$ cat src/rtl/dff_share_pkg.sv
// Shared types and helpers for the round-robin shared-register arbiter.
package dff_share_pkg;

  typedef enum logic {
    IDLE = 1'b0,
    OWN  = 1'b1
  } arb_state_e;

  localparam int DEFAULT_NUM_REQ = 4;

  // Width of an index or counter covering n values; never narrower than one bit.
  function automatic int idx_width(input int n);
    return (n > 1) ? $clog2(n) : 1;
  endfunction

endpackage

$ cat src/rtl/dff_rr_pick.sv
// Combinational round-robin priority encoder: first set (req & mask) bit at or after ptr, wrapping.
module dff_rr_pick
  import dff_share_pkg::*;
#(
  parameter  int NUM_REQ = DEFAULT_NUM_REQ,
  localparam int IDX_W   = idx_width(NUM_REQ)
) (
  input  logic [NUM_REQ-1:0] i_req,
  input  logic [NUM_REQ-1:0] i_mask,
  input  logic [IDX_W-1:0]   i_ptr,
  output logic               o_valid,
  output logic [IDX_W-1:0]   o_index
);

  logic [NUM_REQ-1:0] w_cand;

  assign w_cand = i_req & i_mask;

  // Scan from the farthest offset down so the nearest candidate to ptr is assigned last.
  always_comb begin
    o_valid = 1'b0;
    o_index = '0;
    for (int k = NUM_REQ - 1; k >= 0; k--) begin
      int               pos;
      logic [IDX_W-1:0] idx;
      pos = int'(i_ptr) + k;
      if (pos >= NUM_REQ) pos = pos - NUM_REQ;
      idx = IDX_W'(pos);
      if (w_cand[idx]) begin
        o_valid = 1'b1;
        o_index = idx;
      end
    end
  end

endmodule

$ cat src/rtl/dff_share_arbiter.sv
// Round-robin arbiter sharing one flop data register among NUM_REQ writers,
// with lock-driven bursts capped at MAX_BURST consecutive writes.
module dff_share_arbiter
  import dff_share_pkg::*;
#(
  parameter  int                NUM_REQ   = DEFAULT_NUM_REQ,
  parameter  int                DATA_W    = 8,
  parameter  int                MAX_BURST = 4,
  parameter  logic [DATA_W-1:0] RESET_VAL = {DATA_W{1'b1}},
  localparam int                IDX_W     = idx_width(NUM_REQ),
  localparam int                CNT_W     = idx_width(MAX_BURST)
) (
  input  logic                      clk,
  input  logic                      rst,
  input  logic [NUM_REQ-1:0]        req,
  input  logic [NUM_REQ-1:0]        lock,
  input  logic [NUM_REQ*DATA_W-1:0] din,
  output logic [NUM_REQ-1:0]        gnt,
  output logic [IDX_W-1:0]          owner_id,
  output logic                      busy,
  output logic [DATA_W-1:0]         dout,
  output logic                      dout_valid
);

  arb_state_e          r_state, w_state_nxt;
  logic [NUM_REQ-1:0]  r_gnt, w_gnt_nxt;
  logic [IDX_W-1:0]    r_owner, w_owner_nxt;
  logic [IDX_W-1:0]    r_rr_ptr, w_rr_ptr_nxt;
  logic [CNT_W-1:0]    r_burst_cnt, w_burst_cnt_nxt;
  logic [DATA_W-1:0]   r_dout, w_dout_nxt;
  logic                r_dout_valid, w_dout_valid_nxt;

  logic [DATA_W-1:0]   w_din_arr [NUM_REQ];
  logic [NUM_REQ-1:0]  w_owner_oh, w_pick_oh, w_pick_mask;
  logic [IDX_W-1:0]    w_after_owner, w_pick_ptr, w_pick_idx;
  logic                w_pick_valid, w_write, w_release;

  for (genvar g = 0; g < NUM_REQ; g++) begin : g_din
    assign w_din_arr[g] = din[g*DATA_W +: DATA_W];
  end

  assign w_owner_oh    = {{(NUM_REQ-1){1'b0}}, 1'b1} << r_owner;
  assign w_pick_oh     = {{(NUM_REQ-1){1'b0}}, 1'b1} << w_pick_idx;
  assign w_after_owner = (r_owner == IDX_W'(NUM_REQ - 1)) ? '0 : r_owner + IDX_W'(1);

  assign w_write   = (r_state == OWN) && ((r_gnt & req) != '0);
  assign w_release = (r_state == OWN) &&
                     (!req[r_owner] || !lock[r_owner] ||
                      (r_burst_cnt == CNT_W'(MAX_BURST - 1)));

  // While owned, the handover search starts past the owner and excludes it.
  assign w_pick_ptr  = (r_state == OWN) ? w_after_owner : r_rr_ptr;
  assign w_pick_mask = (r_state == OWN) ? ~w_owner_oh : '1;

  dff_rr_pick #(
    .NUM_REQ (NUM_REQ)
  ) u_pick (
    .i_req   (req),
    .i_mask  (w_pick_mask),
    .i_ptr   (w_pick_ptr),
    .o_valid (w_pick_valid),
    .o_index (w_pick_idx)
  );

  always_comb begin
    w_state_nxt      = r_state;
    w_gnt_nxt        = r_gnt;
    w_owner_nxt      = r_owner;
    w_rr_ptr_nxt     = r_rr_ptr;
    w_burst_cnt_nxt  = r_burst_cnt;
    w_dout_nxt       = r_dout;
    w_dout_valid_nxt = 1'b0;
    case (r_state)
      IDLE: begin
        if (w_pick_valid) begin
          w_state_nxt = OWN;
          w_gnt_nxt   = w_pick_oh;
          w_owner_nxt = w_pick_idx;
        end
      end
      OWN: begin
        if (w_write) begin
          w_dout_nxt       = w_din_arr[r_owner];
          w_dout_valid_nxt = 1'b1;
          w_burst_cnt_nxt  = r_burst_cnt + CNT_W'(1);
        end
        if (w_release) begin
          w_rr_ptr_nxt    = w_after_owner;
          w_burst_cnt_nxt = '0;
          if (w_pick_valid) begin
            w_gnt_nxt   = w_pick_oh;
            w_owner_nxt = w_pick_idx;
          end else begin
            w_state_nxt = IDLE;
            w_gnt_nxt   = '0;
          end
        end
      end
      default: begin
        w_state_nxt = IDLE;
        w_gnt_nxt   = '0;
      end
    endcase
  end

  always_ff @(posedge clk) begin
    if (!rst) begin
      r_state      <= IDLE;
      r_gnt        <= '0;
      r_owner      <= '0;
      r_rr_ptr     <= '0;
      r_burst_cnt  <= '0;
      r_dout       <= RESET_VAL;
      r_dout_valid <= 1'b0;
    end else begin
      r_state      <= w_state_nxt;
      r_gnt        <= w_gnt_nxt;
      r_owner      <= w_owner_nxt;
      r_rr_ptr     <= w_rr_ptr_nxt;
      r_burst_cnt  <= w_burst_cnt_nxt;
      r_dout       <= w_dout_nxt;
      r_dout_valid <= w_dout_valid_nxt;
    end
  end

  assign gnt        = r_gnt;
  assign owner_id   = r_owner;
  assign busy       = (r_state == OWN);
  assign dout       = r_dout;
  assign dout_valid = r_dout_valid;

endmodule

$ cat config.mk
export PLATFORM = sky130hd
export DESIGN_NAME = dff_share_arbiter
export DESIGN_NICKNAME = d
export VERILOG_FILES = /design/src/rtl/dff_share_pkg.sv /design/src/rtl/dff_rr_pick.sv /design/src/rtl/dff_share_arbiter.sv
export SDC_FILE = /design/constraint.sdc
export NUM_CORES = 1
export LEC_CHECK = 0
export ABC_AREA = 1
export CAP_MARGIN = 20
export CORE_ASPECT_RATIO = 1.1
export CORE_UTILIZATION = 30
export DETAILED_ROUTE_END_ITERATION = 10
export SYNTH_ARGS = -nofsm -noshare
export SYNTH_HDL_FRONTEND = slang
export SYNTH_HIERARCHICAL = 1
export SYNTH_SLANG_ARGS = --single-unit
$ cat constraint.sdc
create_clock -name clk -period 4.84 [get_ports clk]
set_input_delay 0.968 -clock clk [delete_from_list [all_inputs] [get_ports clk]]
set_output_delay 0.968 -clock clk [all_outputs]
set_load 0.005 [all_outputs]
# [Word-level counts from Yosys, hierarchy flattened]
# Cells that the tools add are included.
# Widths: inputs -> output; s select.
[totals] wordCells=93 reg_bits=20 inputBits=42
[classes] n_bitwise=5 n_reduce_logical=13 mux=43 shifts=2 eq_ne=4 n_addsub=9 n_lt_le_gt_ge=10
[ops] cell="$mux 2" n=14
[ops] cell="$bmux 8 s2" n=1
[ops] cell="$mux 4" n=4
[ops] cell="$mux 8" n=2
[ops] cell="$lt 2x3->1 const B" n=5
[ops] cell="$mux 1" n=13
[ops] cell="$bmux 1 s2" n=6
[ops] cell="$ge 3x3->1 const B" n=4
[ops] cell="$reduce_and 2->1" n=5
[ops] cell="$and 4x4->4" n=2
[ops] cell="$pmux 4 s2" n=1
[ops] cell="$shl 1x2->4 const A" n=2
[ops] cell="$sub 2x1->2 const B" n=4
[ops] cell="$add 2x2->3 const B" n=2
[ops] cell="$add 2x1->2 const B" n=2
[ops] cell="$eq 2x2->1 const B" n=2
[ops] cell="$ne 2x1->1 const B" n=2
[ops] cell="$not 4->4" n=1
[ops] cell="$pmux 2 s2" n=1
[ops] cell="$reduce_bool 4->1" n=1
[ops] cell="$add 2x1->3 const B" n=1
[ops] cell="$ge 2x3->1 const B" n=1
[ops] cell="$not 2->3" n=1
[ops] cell="$logic_and 1x1->1" n=2
[ops] cell="5 further kinds" n=7

# [Logic depth before layout (Yosys ltp)]
# Gate-level depths: netlist of run 1.
[logic_depth] depth_word=16 depth_mapped=17 ltp_nobuf=16

# [Hierarchy]
# The synthesis of run 1 kept the hierarchy.
[by_module_without_submodules] mod="dff_share_arbiter" area_each_um2=1226.2 instances=1 cells_each=179
[by_module_without_submodules] mod="dff_rr_pick" area_each_um2=206.4 instances=1 cells_each=42

# [Worst setup path before layout of run 1]
# OpenSTA, ideal clock, no wires.
[synth_timing] path_kind="reg-to-reg" from="register r_owner[1], in the netlist owner_id[1]" to="register r_gnt[2], in the netlist gnt[2]" synth_period_minus_slack_ns=2.357 t_arrival_ns=2.286 path_buffers=1 path_stages_with_launch=17 setup_ns=0.072 path_slack_ns=2.483 cell_sequence="dfxtp_1 inv_1 buf_2 ha_1 nand2_1 o21ai_0 xnor2_1 nand2_1 nand3_2 nand2_1 nand2_1 nand2_1 inv_1 nand2_1 a21oi_1 nand3_1 a21oi_1"
[synth_between] elab_chain_len=16 elab_cells_between_ends=56 classes_between="add/sub (8); order compare (4); eq/ne (3); shift (2); mux (31); bitwise (2); reduce/logical (6)"
[synth_rtl] item="start: declaration" line="dff_share_arbiter.sv:27" rtl="logic [IDX_W-1:0] r_owner, w_owner_nxt;"
[synth_rtl] item="start signal: assignment" line="dff_share_arbiter.sv:118" rtl="r_owner <= w_owner_nxt;"
[synth_rtl] item="$add 2x1->2 / $eq 2x2->1 (equally long branches)" line="dff_share_arbiter.sv:44" rtl="assign w_after_owner = (r_owner == IDX_W'(NUM_REQ - 1)) ? '0 : r_owner + IDX_W'(1);"
[synth_rtl] item="$mux 2 *" line="dff_share_arbiter.sv:44"
[synth_rtl] item="named net w_after_owner[1]" line="dff_share_arbiter.sv:35" rtl="logic [IDX_W-1:0] w_after_owner, w_pick_ptr, w_pick_idx;"
[synth_rtl] item="$mux 2 *" line="dff_share_arbiter.sv:52" rtl="assign w_pick_ptr = (r_state == OWN) ? w_after_owner : r_rr_ptr;"
[synth_rtl] item="named net w_pick_ptr[1]" line="dff_share_arbiter.sv:35"
[synth_rtl] item="$add 2x2->3" line="dff_rr_pick.sv:26" rtl="pos = int'(i_ptr) + k;"
[synth_rtl] item="$ge 3x3->1 / $sub 2x1->2 (equally long branches)" line="dff_rr_pick.sv:27" rtl="if (pos >= NUM_REQ) pos = pos - NUM_REQ;"
[synth_rtl] item="$mux 2" line="dff_rr_pick.sv:27"
[synth_rtl] item="$bmux 1 s2" line="dff_rr_pick.sv:29" rtl="if (w_cand[idx]) begin"
[synth_rtl] item="$mux 1 (not written as such)" line="dff_rr_pick.sv:29"
[synth_rtl] item="$mux 2 (3 in a row)" line="dff_rr_pick.sv:29"
[synth_rtl] item="$mux 2 *" line="dff_rr_pick.sv:29"
[synth_rtl] item="named net w_pick_idx[0]" line="dff_share_arbiter.sv:35"
[synth_rtl] item="$shl 1x2->4 *" line="dff_share_arbiter.sv:43" rtl="assign w_pick_oh = {{(NUM_REQ-1){1'b0}}, 1'b1} << w_pick_idx;"
[synth_rtl] item="$mux 4" line="dff_share_arbiter.sv:90" rtl="if (w_pick_valid) begin"
[synth_rtl] item="$mux 4" line="dff_share_arbiter.sv:87" rtl="if (w_release) begin"
[synth_rtl] item="$pmux 4 s2 *" line="dff_share_arbiter.sv:73" rtl="case (r_state)"
[synth_rtl] item="end signal: assignment" line="dff_share_arbiter.sv:117" rtl="r_gnt <= w_gnt_nxt;"
[synth_rtl] item="end: declaration" line="dff_share_arbiter.sv:26" rtl="logic [NUM_REQ-1:0] r_gnt, w_gnt_nxt;"
# Mark *: on every way through the listed nets, which the timed path passes. The rest lies on a longest branch. The select of a mux whose other input is x is not followed.
# A chain may end at the register's enable or synchronous reset.

# [Final worst setup path of run 1]
# Ends and elaborated chain as after synthesis.

==> implementation parameters, run 1 <==
Parameter                              Value

Route
  Via count of the routed design ... 1569
  Post-detailed-route via-to-cell ratio ... 4.769
  DR iter-0 viols ... 38
  Post-detailed-route DRC marker count ... 0
  Number of nets still failing antenna checks after routing ... 0
  Router iterations before antenna repair ... 4
  Wire per inst ... 11.82 um
  Wire length reported by the detailed router ... 3.889 mm

Clocking
  Cts bufs inserted ... 3
  H-tree levels ... 1
  Setup Fix Bufs, Post-CTS ... 0
  TritonCTS clock tree ... built
  Number of buffers on the longest clock path ... 2
  CTS sink count ... 20
  Latest clock arrival within the worst-skew pair ... 260 ps
  CTS Hold Buffers Added ... 0
  Cts repair resizes ... 0
  Buffer type at the clock tree root ... sky130_fd_sc_hd__clkbuf_8
  Clock transition time at the flip-flop clock pins of the worst setup and hold paths ... 70 ps

Place
  Sum of net half-perimeters after detailed placement ... 3.075 mm
  Count of buffers inserted at the top-level ports ... 57
  Pre-CTS setup slack ... 1873 ps
  Post-place instance area ... 0.002022 mm2
  Routability Congestion ... 0.8237

Synth
  Share of flip-flops with an asynchronous set or reset ... 0
  Most instantiated cells after synthesis ... sky130_fd_sc_hd__nand2_1 (64), sky130_fd_sc_hd__nand3_1 (45), sky130_fd_sc_hd__dfxtp_1 (20), sky130_fd_sc_hd__inv_1 (20), sky130_fd_sc_hd__a21oi_1 (18)
  Number of flops mapped to enable cells by yosys ... 0
  Flop and latch count out of synthesis ... 20
  Netlist area before placement ... 0.001433 mm2
  Fraction of the yosys area taken by sequential cells ... 0.2795
  Post-Syn Nets ... 268
  Synthesized area per cell ... 6.482 um2
  Most instantiated flip-flop cell in the synthesis netlist ... sky130_fd_sc_hd__dfxtp_1
  Post-synth top area cell ... sky130_fd_sc_hd__dfxtp_1
  Netlist cell types ... 24
  Count of mapped cells out of synthesis ... 221
  Warning count from the yosys run ... 6
  Most frequent cell after synthesis ... sky130_fd_sc_hd__nand2_1
  Cells taking the most area after synthesis ... sky130_fd_sc_hd__dfxtp_1 (28%), sky130_fd_sc_hd__nand2_1 (17%), sky130_fd_sc_hd__nand3_1 (16%), sky130_fd_sc_hd__a21oi_1 (6.3%), sky130_fd_sc_hd__inv_1 (5.2%)
  Area fraction of the dominant cell type after synthesis ... 0.2795

Timing
  Endpoints failing setup ... 0
  Setup repair after global routing missed its margin ... no
  Number of endpoints with negative hold slack in the final report ... 0
  Final setup margin ... 1964 ps
  Min Tclk post-route ... 2876 ps
  Hold WS ... 470.3 ps
  Total Negative Setup Slacks ... 0 ps
  Transition at the pin with the smallest max-transition slack ... 861.6 ps
  Share of the cycle needed by the critical path after routing ... 0.5942
  Maximum operating frequency ... 347.7 MHz
  Max-slew headroom at the worst pin ... 0.4244
  Layout Skew ... 5.516 ps
  Final slew viol count ... 0

Finish
  Signed area change from the synthesized netlist to the final layout ... 44.02%
  Number of diodes added for antenna fixing ... 0
  Final net count ... 322
  Design area ... 0.002063 mm2
  Fraction of layout cells with a size suffix above 1 ... 0.06960
  Post-route core utilization ... 0.4466

Power
  Total power divided by cell area ... 445.1 mW/mm2
  Leakage ... 0.9209 nW
  Worst IR drop on VDD ... 0.1163 mV

Setup path
  CP startpoint kind ... flop
  Critical path data arrival time ... 3060 ps
  CP required ... 5020 ps
  Class of the most critical setup path ... reg -> reg
  Maximum fanout along the worst path ... 19
  Crit. End Element ... flop

Global route
  Residual overflow from global routing ... 0
  Maximum number of pins on one net before global-route repair ... 32
  Via count of the first global-routing pass ... 1558
  Initial antenna violation count ... 0
  Total Routing Usage GR ... 0.1706
  Wire length of the first global-routing pass ... 6.465 mm

Floorplanning
  Vert. Die Dim ... 74.48 um
  # rows ... 26
  Area of the die ... 0.005056 mm2
  Core ar. ... 0.004619 mm2
  IO Count ... 58
  Initial core utilization ... 0.3101
  Die span in x ... 67.89 um

Job
  Max-capacitance violation count ... 0

Run status
  Result of the run ... complete, no violations

Min path
  Worst hold path type ... reg -> reg
## placed cells by master (no fill, tap or decap)
cell and instances:
sky130_fd_sc_hd__clkinv_1 2, sky130_fd_sc_hd__xor2_1 2, sky130_fd_sc_hd__a211oi_2 1, sky130_fd_sc_hd__nor2_1 7, sky130_fd_sc_hd__clkdlybuf4s50_1 57, sky130_fd_sc_hd__nand2_2 3
sky130_fd_sc_hd__nand3_1 45, sky130_fd_sc_hd__clkbuf_8 3, sky130_fd_sc_hd__o22ai_1 1, sky130_fd_sc_hd__buf_4 1, sky130_fd_sc_hd__a21oi_1 18, sky130_fd_sc_hd__ha_1 5
sky130_fd_sc_hd__a21boi_2 1, sky130_fd_sc_hd__o21ai_2 2, sky130_fd_sc_hd__o21ai_0 9, sky130_fd_sc_hd__nand2_1 64, sky130_fd_sc_hd__nand3_2 7, sky130_fd_sc_hd__inv_1 20
sky130_fd_sc_hd__o21ai_1 2, sky130_fd_sc_hd__o21bai_1 1, sky130_fd_sc_hd__nand4_4 1, sky130_fd_sc_hd__dfxtp_1 20, sky130_fd_sc_hd__xnor2_1 1
## state kept, by name, summed over array words and instances, names as in the netlist
name	flops
owner_id	2
busy	1
dout_valid	1
r_burst_cnt	2
dout	8
r_rr_ptr	2
gnt	4
## stage by stage
stage               cells  power, mW
floorplan             221     0.6401
global placement      326     0.8188
detailed placement    326     0.8192
CTS                   329     0.9299
global route          329      1.024
finish                329     0.9183
## worst max-delay path, cell delays in order (launching register included)
cell and delay, ps:
sky130_fd_sc_hd__dfxtp_1 370, sky130_fd_sc_hd__inv_1 500, sky130_fd_sc_hd__ha_1 360, sky130_fd_sc_hd__nand2_1 60, sky130_fd_sc_hd__o21ai_0 270, sky130_fd_sc_hd__xnor2_1 290
sky130_fd_sc_hd__nand2_1 120, sky130_fd_sc_hd__nand3_2 100, sky130_fd_sc_hd__nand2_1 50, sky130_fd_sc_hd__nand2_1 50, sky130_fd_sc_hd__nand2_1 120, sky130_fd_sc_hd__inv_1 110
sky130_fd_sc_hd__nand2_1 50, sky130_fd_sc_hd__a21oi_1 120, sky130_fd_sc_hd__nand3_1 90, sky130_fd_sc_hd__a21oi_1 150
## final cells by class
type                       count  area, um2
clock buffer                   3      41.29
fill                         494       2556
inverter                      22      82.58
multi-input combinational    170      890.9
sequential                    20      400.4
tap                           56      70.07
timing repair buffer          58      578.1
## cell families after synthesis
kind of cell | after synthesis | synth area share
AND/OR/NAND/NOR | 127 | 0.4201
AO/OA/AOI/OAI | 35 | 0.1397
buffers and inverters | 31 | 0.09869
flip-flops | 20 | 0.2795
adder cells (fa/ha/maj) | 5 | 0.04367
XOR/XNOR | 3 | 0.01834
## path summary, 6_finish.rpt
| kind | end | depth (start not counted) | from | slack [ps] |
|---|---|---|---|---|
| max | gnt[2] | 15 | owner_id[1] | 1960 |
| min | r_burst_cnt[1] | 2 | r_burst_cnt[1] | 470 |
| max reg2reg | gnt[2] | 15 | owner_id[1] | 1960 |
| min reg2reg | r_burst_cnt[1] | 2 | r_burst_cnt[1] | 470 |
## metal layers
metal / vias to the layer above / share of wire / GRT usage
li1: 832 / - / -
met1: 693 / 0.44 / 0.1839
met2: 40 / 0.49 / 0.3223
met3: 4 / 0.059 / 0.04294
met4: 0 / 0.0072 / 0.04861
met5: - / 0 / 0
## where the power goes
| part | switching, mW | total, mW | leakage [nW] | internal, mW |
|---|---|---|---|---|
| Clock | 0.0508 | 0.106 | 0.0216 | 0.0554 |
| Combinational | 0.310 | 0.559 | 0.735 | 0.248 |
| Sequential | 0.0393 | 0.253 | 0.164 | 0.214 |
Note: power is estimated with default switching activity, not from simulation.
==> run 2, diff against run 1 <==
==> constraint.sdc (replaced) <==
create_clock -name clk -period 2.5 [get_ports clk]
set_input_delay 0.5 -clock clk [delete_from_list [all_inputs] [get_ports clk]]
set_output_delay 0.5 -clock clk [all_outputs]
set_load 0.005 [all_outputs]
==> run 2 against run 1 <==
  * Clock power increased to 3.0 times the previous value
  * Via count increased by 3.7%
  * Final cell count increased by 3.3%
  * First-iteration DRC count increased by 97%
  * Global-route usage increased by 0.60 points
  * Total power increased by 110%
  * Sequential cell count unchanged
  * Clock-buffer cell count unchanged
  * Worst setup slack got worse by 1700 ps
  * Core utilization increased by 2.5 points
  * Die area unchanged
  * Critical path type unchanged
  * Critical endpoint unchanged
  * Highest routed layer unchanged
==> implementation parameters, run 2 (synthesis results as in run 1) <==
Parameter                              Value

Floorplanning
  Area of the die ... 0.005056 mm2
  Core ar. ... 0.004619 mm2
  Vert. Die Dim ... 74.48 um
  IO Count ... 58
  Die span in x ... 67.89 um
  Initial core utilization ... 0.3101
  # rows ... 26

Route
  Number of nets still failing antenna checks after routing ... 0
  Router iterations before antenna repair ... 4
  Wire length reported by the detailed router ... 4.007 mm
  Wire per inst ... 11.79 um
  Post-detailed-route DRC marker count ... 0
  Post-detailed-route via-to-cell ratio ... 4.785
  Via count of the routed design ... 1627
  DR iter-0 viols ... 75

Setup path
  Critical path data arrival time ... 2390 ps
  Crit. End Element ... flop
  Number of cells on the worst reg-to-reg path ... 16
  CP startpoint kind ... flop
  Maximum fanout along the worst path ... 5
  CP required ... 2680 ps
  Class of the most critical setup path ... reg -> reg

Clocking
  TritonCTS clock tree ... built
  Latest clock arrival within the worst-skew pair ... 250 ps
  CTS sink count ... 20
  Buffer type at the clock tree root ... sky130_fd_sc_hd__clkbuf_8
  H-tree levels ... 1
  Setup Fix Bufs, Post-CTS ... 0
  Cts bufs inserted ... 3
  CTS Hold Buffers Added ... 0
  Number of buffers on the longest clock path ... 2
  Cts repair resizes ... 0
  Clock transition time at the flip-flop clock pins of the worst setup and hold paths ... 70 ps

Timing
  Transition at the pin with the smallest max-transition slack ... 290.9 ps
  Total Negative Setup Slacks ... 0 ps
  Number of endpoints with negative hold slack in the final report ... 0
  Max-slew headroom at the worst pin ... 0.8055
  Maximum operating frequency ... 454.0 MHz
  Endpoints failing setup ... 0
  Share of the cycle needed by the critical path after routing ... 0.8811
  Min Tclk post-route ... 2203 ps
  Setup repair after global routing missed its margin ... no
  Final slew viol count ... 0
  Layout Skew ... 1.983 ps

Job
  Max-capacitance violation count ... 0

Finish
  Commonest cells after routing, fill and taps aside ... sky130_fd_sc_hd__nand2_1 (64), sky130_fd_sc_hd__clkdlybuf4s50_1 (57), sky130_fd_sc_hd__nand3_1 (45)
  Final net count ... 332
  Fraction of layout cells with a size suffix above 1 ... 0.1127
  Number of diodes added for antenna fixing ... 0
  Most common cell after layout, fill and taps aside ... sky130_fd_sc_hd__nand2_1
  Signed area change from the synthesized netlist to the final layout ... 52.23%
  Max reg flops ... 8

Min path
  Worst hold path type ... reg -> reg
  Hold path depth ... 2

Global route
  Wire length of the first global-routing pass ... 6.768 mm
  Via count of the first global-routing pass ... 1557
  Residual overflow from global routing ... 0
  Maximum number of pins on one net before global-route repair ... 26
  Initial antenna violation count ... 0
  Total Routing Usage GR ... 0.1766

Power
  Leakage ... 0.9864 nW
  Total design power ... 1.957 mW
  Worst IR drop on VDD ... 0.4235 mV
  Total power divided by cell area ... 897.1 mW/mm2

Place
  Sum of net half-perimeters after detailed placement ... 3.166 mm
  Routability Congestion ... 0.8524
  Count of buffers inserted at the top-level ports ... 57

Run status
  Result of the run ... complete, no violations
## run 2: cell types whose count changed in the layout (fill, tap and decap cells not counted), sizes merged
cell / change
bufinv: +1
buf: +10
## run 2: report_power, final
part	switching (mW)	total (mW)	leakage, nW	internal (mW)
logic	0.632	1.17	0.787	0.534
clock network	0.102	0.315	0.0357	0.214
registers	0.0604	0.476	0.164	0.415
total	0.794	1.96	0.986	1.16
## run 2: final timing paths
check / end / startpoint / slack [ps]
setup / recovery: gnt[2] / owner_id[0] / 300
hold reg to reg: r_rr_ptr[1] / r_rr_ptr[1] / 470
hold / removal: r_rr_ptr[1] / r_rr_ptr[1] / 470
setup reg to reg: gnt[2] / owner_id[0] / 300
## run 2: layer usage
layer	vias up	track usage	part of all wire
met1	726	0.2043	0.43
met3	4	0.02301	0.047
met2	46	0.3201	0.51
li1	851	-	-
met5	-	0	0
met4	0	0.07639	0.010
## run 2: metrics by stage
| stage | setup WS [ps] | cell area [um2] | instances | utilization | hold WS [ps] |
|---|---|---|---|---|---|
| CTS | 173.7 | 2168 | 340 | 0.4694 | 471.0 |
| finish | 297.2 | 2181 | 340 | 0.4721 | 467.6 |
| detailed placement | 191.8 | 2097 | 336 | 0.4540 | 457.4 |
| floorplan | 142.5 | 1433 | 221 | - | 436.8 |
| global placement | 136.3 | 2097 | 336 | 0.4540 | 454.6 |
| global route | 17.46 | 2181 | 340 | 0.4721 | 489.8 |
## run 2: area by class of cell
cell class              count  area (um2)
inverters                  22       82.58
repair buffers             68       653.1
flip-flops and latches     20       401.6
fillers                   484        2439
clock inverters             1       30.03
multi-input cells         170       902.1
well taps                  56       70.07
clock buffers               3       41.29
## run 2: critical path: stages (launching register included)
cell	delay, ps
sky130_fd_sc_hd__dfxtp_1	350
sky130_fd_sc_hd__inv_1	70
sky130_fd_sc_hd__ha_1	320
sky130_fd_sc_hd__nand2_1	60
sky130_fd_sc_hd__o21ai_0	90
sky130_fd_sc_hd__buf_4	170
sky130_fd_sc_hd__xnor2_1	170
sky130_fd_sc_hd__nand2_1	110
sky130_fd_sc_hd__nand3_2	90
sky130_fd_sc_hd__nand2_1	50
sky130_fd_sc_hd__nand2_1	50
sky130_fd_sc_hd__nand2_1	100
sky130_fd_sc_hd__inv_1	100
sky130_fd_sc_hd__nand2_1	50
sky130_fd_sc_hd__a21oi_1	120
sky130_fd_sc_hd__nand3_1	80
sky130_fd_sc_hd__a21oi_1	150
